==> src/rtl/npc_fetch_pkg.sv <==
// Shared types and sizing helpers for the instruction fetch unit.
package npc_fetch_pkg;

    typedef enum logic [1:0] {
        IDLE = 2'd0,
        WAIT = 2'd1,
        DROP = 2'd2
    } fetch_state_e;

    localparam int unsigned FETCH_NUM_DEFAULT = 4;
    localparam int unsigned OFFSET_W          = $clog2(4 * FETCH_NUM_DEFAULT);

    // Byte-offset width of one aligned fetch block of fetch_num 32-bit slots.
    function automatic int unsigned offset_width(input int unsigned fetch_num);
        return $clog2(4 * fetch_num);
    endfunction

endpackage

==> src/rtl/ifu_fetch_perf.sv <==
// Fetch performance counters: fired output blocks and discarded responses.
module ifu_fetch_perf (
    input  logic        clock,
    input  logic        reset,
    input  logic        block_fire,
    input  logic        resp_drop,
    output logic [31:0] perf_blocks,
    output logic [31:0] perf_drops
);

    always_ff @(posedge clock) begin
        if (reset) begin
            perf_blocks <= 32'd0;
            perf_drops  <= 32'd0;
        end else begin
            if (block_fire) perf_blocks <= perf_blocks + 32'd1;
            if (resp_drop)  perf_drops  <= perf_drops + 32'd1;
        end
    end

endmodule

==> src/rtl/ifu_fetch.sv <==
// Aligned-block instruction fetch with single outstanding request and flush handling.
// Optional IFU_FETCH_PERF_EN adds perf_blocks / perf_drops counter outputs.
module ifu_fetch
    import npc_fetch_pkg::*;
#(
    parameter int unsigned Fetch_Num  = 4,
    parameter logic [31:0] ResetValue = 32'h8000_0000
) (
    input  logic                    clock,
    input  logic                    reset,
    input  logic [31:0]             pc,
    input  logic                    flush,
    output logic                    pc_update,
    output logic                    req_valid,
    input  logic                    req_ready,
    output logic [31:0]             req_addr,
    input  logic                    resp_valid,
    input  logic [32*Fetch_Num-1:0] resp_data,
    output logic                    out_valid,
    input  logic                    out_ready,
    output logic [31:0]             out_pc,
    output logic [32*Fetch_Num-1:0] out_inst,
    output logic [Fetch_Num-1:0]    out_mask
`ifdef IFU_FETCH_PERF_EN
    ,
    output logic [31:0]             perf_blocks,
    output logic [31:0]             perf_drops
`endif
);

    localparam int unsigned OffW  = offset_width(Fetch_Num);
    localparam int unsigned SlotW = OffW - 2;

    fetch_state_e        state;
    fetch_state_e        state_next;
    logic                fire;
    logic                accept;
    logic                load;
    logic                drop;
    logic [31:0]         blk_base;
    logic [SlotW-1:0]    blk_slot;
    logic [Fetch_Num-1:0] slot_mask;
    logic                unused_pc_bits;

    assign unused_pc_bits = ^pc[1:0];

    // Request only when the output register will have room at the next edge.
    assign fire      = out_valid && out_ready;
    assign req_valid = (state == IDLE) && !reset && !flush && (!out_valid || fire);
    assign accept    = req_valid && req_ready;
    assign pc_update = accept;
    assign req_addr  = {pc[31:OffW], OffW'(0)};

    always_ff @(posedge clock) begin
        if (reset) state <= IDLE;
        else       state <= state_next;
    end

    always_comb begin
        state_next = state;
        load       = 1'b0;
        drop       = 1'b0;
        case (state)
            IDLE: begin
                if (accept) state_next = WAIT;
            end
            WAIT: begin
                if (resp_valid) begin
                    load       = !flush;
                    drop       = flush;
                    state_next = IDLE;
                end else if (flush) begin
                    state_next = DROP;
                end
            end
            DROP: begin
                if (resp_valid) begin
                    drop       = 1'b1;
                    state_next = IDLE;
                end
            end
            default: state_next = IDLE;
        endcase
    end

    // Slots before the captured entry offset belong to the pre-redirect path.
    always_comb begin
        slot_mask = '0;
        for (int unsigned i = 0; i < Fetch_Num; i++) begin
            slot_mask[i] = (SlotW'(i) >= blk_slot);
        end
    end

    always_ff @(posedge clock) begin
        if (reset) begin
            blk_base  <= {ResetValue[31:OffW], OffW'(0)};
            blk_slot  <= '0;
            out_valid <= 1'b0;
            out_pc    <= ResetValue;
            out_inst  <= '0;
            out_mask  <= '0;
        end else begin
            if (accept) begin
                blk_base <= {pc[31:OffW], OffW'(0)};
                blk_slot <= pc[OffW-1:2];
            end
            if (load) begin
                out_valid <= 1'b1;
                out_pc    <= blk_base;
                out_inst  <= resp_data;
                out_mask  <= slot_mask;
            end else if (flush || fire) begin
                out_valid <= 1'b0;
            end
        end
    end

`ifdef IFU_FETCH_PERF_EN
    ifu_fetch_perf u_perf (
        .clock       (clock),
        .reset       (reset),
        .block_fire  (fire),
        .resp_drop   (drop),
        .perf_blocks (perf_blocks),
        .perf_drops  (perf_drops)
    );
`endif

endmodule

==> config.mk <==
export PLATFORM = sky130hd
export DESIGN_NAME = ifu_fetch
export DESIGN_NICKNAME = d
export VERILOG_FILES = /design/src/rtl/npc_fetch_pkg.sv /design/src/rtl/ifu_fetch_perf.sv /design/src/rtl/ifu_fetch.sv
export SDC_FILE = /design/constraint.sdc
export NUM_CORES = 1
export LEC_CHECK = 0
export CAP_MARGIN = 20
export CORE_AREA = 2 2 141 143
export CTS_CLUSTER_DIAMETER = 100
export DETAILED_ROUTE_END_ITERATION = 12
export DIE_AREA = 0 0 143 145
export PLACE_DENSITY = 0.76
export SKIP_CTS_REPAIR_TIMING = 1
export SLEW_MARGIN = 25
export SYNTH_ARGS = -nofsm -noshare
export SYNTH_HDL_FRONTEND = slang
export SYNTH_SLANG_ARGS = --single-unit
export TNS_END_PERCENT = 1
==> constraint.sdc <==
create_clock -name clock -period 4.57 [get_ports clock]
set_clock_uncertainty 0.15 [all_clocks]
set_input_delay 1.371 -clock clock [delete_from_list [all_inputs] [get_ports clock]]
set_output_delay 1.371 -clock clock [all_outputs]
set_load 0.02 [all_outputs]
==> results.txt <==
The congestion estimate from routability-driven global placement came to 0.794. The logs give 861 for the number of cells produced by synthesis and 31,700 µm for the global-route wire length before repair. The routed layout has 6,473 vias. The upper clock frequency limit is 227 MHz.

After legalization and detailed placement, the total HPWL measured 14,300 µm. The run gives 0 as the number of synthesis warnings. The flow ran to the end, and the final reports show no timing, DRC or antenna violations. Measured in cells, the most critical reg-to-reg path has a length of 4. The worst hold path belongs to the class register to register. The synthesized design contains 193 register bits. The slew at the pin with the worst max-slew slack was 0.857 ns; the core outline area was 19,200 µm². The longest clock path from root to sink contains 2 buffers. TritonCTS built the clock tree. Sequential cells were found to cover 53.2% of the synthesized design area. The finished layout holds 1,432 standard cells, fillers aside. The run gives 2.88 ns as the data arrival time of the critical path. The worst setup path is captured at an output pin. At the later pin of the worst-skew pair, clock insertion delay measures 0.41 ns. Summed over all cells, the static leakage comes to 3.83 nW. For this block, the initial DRC count from the detailed router was 295. The hold violation total from the final report is 0.

Setup violations remaining at the end of the flow were counted as 0. The highest net fanout along the worst path works out to 3. Dividing the detail-routed via count by the number of cells gives 4.52.

Averaged over all synthesized cells, the footprint is 8.44 µm². Once detail routing completed, the nets flagged for antenna violations numbered 0. The number of antenna violations at the first check in global routing came out at 1.

The number of H-tree levels was 4; the horizontal die dimension was 143 µm. The peak supply drop is 0.000233 V, and the count of boundary I/O pins is 365. Of the cells placed in the final design, the portion with a size suffix greater than 1 is 5.06%. The start point of the worst hold path is blk_base[19].

The clock-pin slew on the worst setup and hold paths works out to 0.08 ns. At the worst endpoint, the required time is 3.05 ns. TritonCTS created 17 clock buffers. After synthesis the cells add up to 7270 µm².

The critical setup path kind was primary input to output pin. The first-pass iteration count of the detailed router is 4. The tools report the via count of the first global-routing pass as 6,150.

Post-layout total power: 3.45 mW. The total power divided by cell area works out to 307 nW/µm². Setup repair after global routing left no endpoint under its margin. The tree is rooted in a clkbuf_16.

The total grt overflow was 0; the final net count was 1,320. Number of unique standard cell types used by synthesis: 24. The die covers 20,700 µm².

The source of the worst register-to-register timing path is state[1]. Period utilization: 96.2%. The final layout contains routed wiring with a total length of 20,700 µm. The hold path endpoint was out_pc[19]. Relative to the synthesized area, the layout overhead comes to 54.5%. The floorplan has 51 rows. The layout has 1,750 filler cells. In the global route stage, overall resource usage came out at 19.2%. After detailed routing, the average wire length per cell comes to 14.4 µm. For this configuration, the core starts out at a cell density of 37.8%. The count of port buffers added during placement is 354. STA classifies the critical path startpoint as a primary input. For the internal reg-to-reg setup slack, the log shows 2.77 ns. The die outline height was 145 µm. For this design, the sink count on the clock tree is 193. The clock period could shrink to 4.40 ns.

Across the run, the number of max-cap violations was 0. The DRC violation count after routing came out at 0. The worst max-slew margin expressed relative to the limit is 42.9%. In the final timing run, aggregate negative setup slack is 0 ns.

Once placement completed, the tool counted placed cells totaling 1,399. The hold path depth was 2; the pin count of the biggest net entering global routing was 115. The end of the worst register-to-register path was out_inst[56]. The tools report the final count of pins violating max slew as 0.
-- cell usage after synthesis --
master / number / area (µm²)
nand4_4: 1 / 21.3
a311oi_1: 1 / 8.76
buf_4: 41 / 308
nand4bb_1: 1 / 11.3
clkbuf_2: 1 / 5.00
a21oi_1: 160 / 801
nand2_1: 314 / 1180
buf_2: 26 / 130
clkbuf_1: 16 / 60.1
a21boi_0: 1 / 7.51
nand2b_1: 32 / 200
nor3_1: 2 / 10.0
and3_1: 1 / 6.26
or3_1: 1 / 6.26
buf_6: 13 / 146
mux2_2: 5 / 56.3
nor2b_1: 16 / 100
nor2_1: 8 / 30.0
and4bb_1: 1 / 12.5
clkinv_2: 1 / 5.00
mux2i_1: 16 / 160
conb_1: 1 / 3.75
mux2_4: 9 / 135
dfxtp_1: 193 / 3860
-- routing by layer --
metal	track usage, %	vias up	routed length, µm
li1	-	3298	-
met1	23.0	2915	8480
met2	31.7	232	10000
met3	6.73	28	1630
met4	6.98	0	527
met5	0	-	0
-- metrics by stage --
stage	util (%)	hold slack (ns)	worst slack [ns]	cell area, µm²
floorplan	-	0.277	0.932	7290
global placement	55.4	0.283	0.173	10600
detailed placement	55.4	0.293	0.172	10600
CTS	58.3	0.295	0.166	11200
global route	58.4	0.305	0.114	11200
finish	58.4	0.300	0.172	11200
-- cell families (layout without fill, tap and decap cells) --
kind of cell | Yosys count | count (layout) | share of synthesized area, %
simple gates | 377 | 377 | 21.7
compound gates | 162 | 162 | 11.2
buf+inv | 98 | 396 | 9.00
flops | 193 | 193 | 53.2
other cells | 1 | 9 | 0.0516
mux | 30 | 30 | 4.84
-- state kept, by name, summed over array words and instances, names as in the netlist --
signal,cells
blk_base,28
blk_slot,2
out_inst,128
out_mask,4
out_pc,28
out_valid,1
state,2
-- report_power, final --
group / total, mW / internal, mW / switching, mW
clock network: 1.41 / 0.734 / 0.675
registers: 1.71 / 1.70 / 0.0108
logic: 0.327 / 0.198 / 0.129
-- layout by cell type, fill, tap and decap left out, drive strengths merged --
| master | Yosys | routed |
|---|---|---|
| nand4bb | 1 | 1 |
| conb | 1 | 8 |
| nor2 | 8 | 8 |
| clkdlybuf4s50 | 0 | 353 |
| clkinv | 1 | 6 |
| buf | 80 | 11 |
| nand2 | 314 | 314 |
| inv | 0 | 7 |
| nor3 | 2 | 2 |
| mux2i | 16 | 16 |
| nor2b | 16 | 16 |
| and4bb | 1 | 1 |
| diode | 0 | 1 |
| mux2 | 14 | 14 |
| a21boi | 1 | 1 |
| or3 | 1 | 1 |
| clkbuf | 17 | 19 |
| nand4 | 1 | 1 |
| dfxtp | 193 | 193 |
| a21oi | 160 | 160 |
| a311oi | 1 | 1 |
| nand2b | 32 | 32 |
| and3 | 1 | 1 |
-- layout make-up --
cell class | count | area, µm² | area share (%)
sequential | 193 | 3860 | 34.4
timing repair buffer | 364 | 3670 | 32.7
multi-input combinational | 577 | 2800 | 24.9
clock buffer | 19 | 443 | 3.95
tap | 265 | 332 | 2.95
clock inverter | 12 | 115 | 1.03
inverter | 1 | 5.00 | 0.0446
antenna | 1 | 2.50 | 0.0223
-- worst max-delay path by stage --
stage	from	end	slack, ns	cells after the start
final	flush	pc_update	0.17	5
after global routing	flush	pc_update	0.11	5
after CTS	flush	pc_update	0.17	5
after detailed placement	flush	pc_update	0.17	5
after global placement	flush	pc_update	0.17	5
after floorplan	reset	pc_update	0.93	4
-- critical path, cell delays in order --
cell	delay (ns)
clkdlybuf4s50_1	0.44
nor2_1	0.23
nand4_4	0.16
clkinv_2	0.07
clkdlybuf4s50_1	0.61
(Power assumes the default switching activity.)
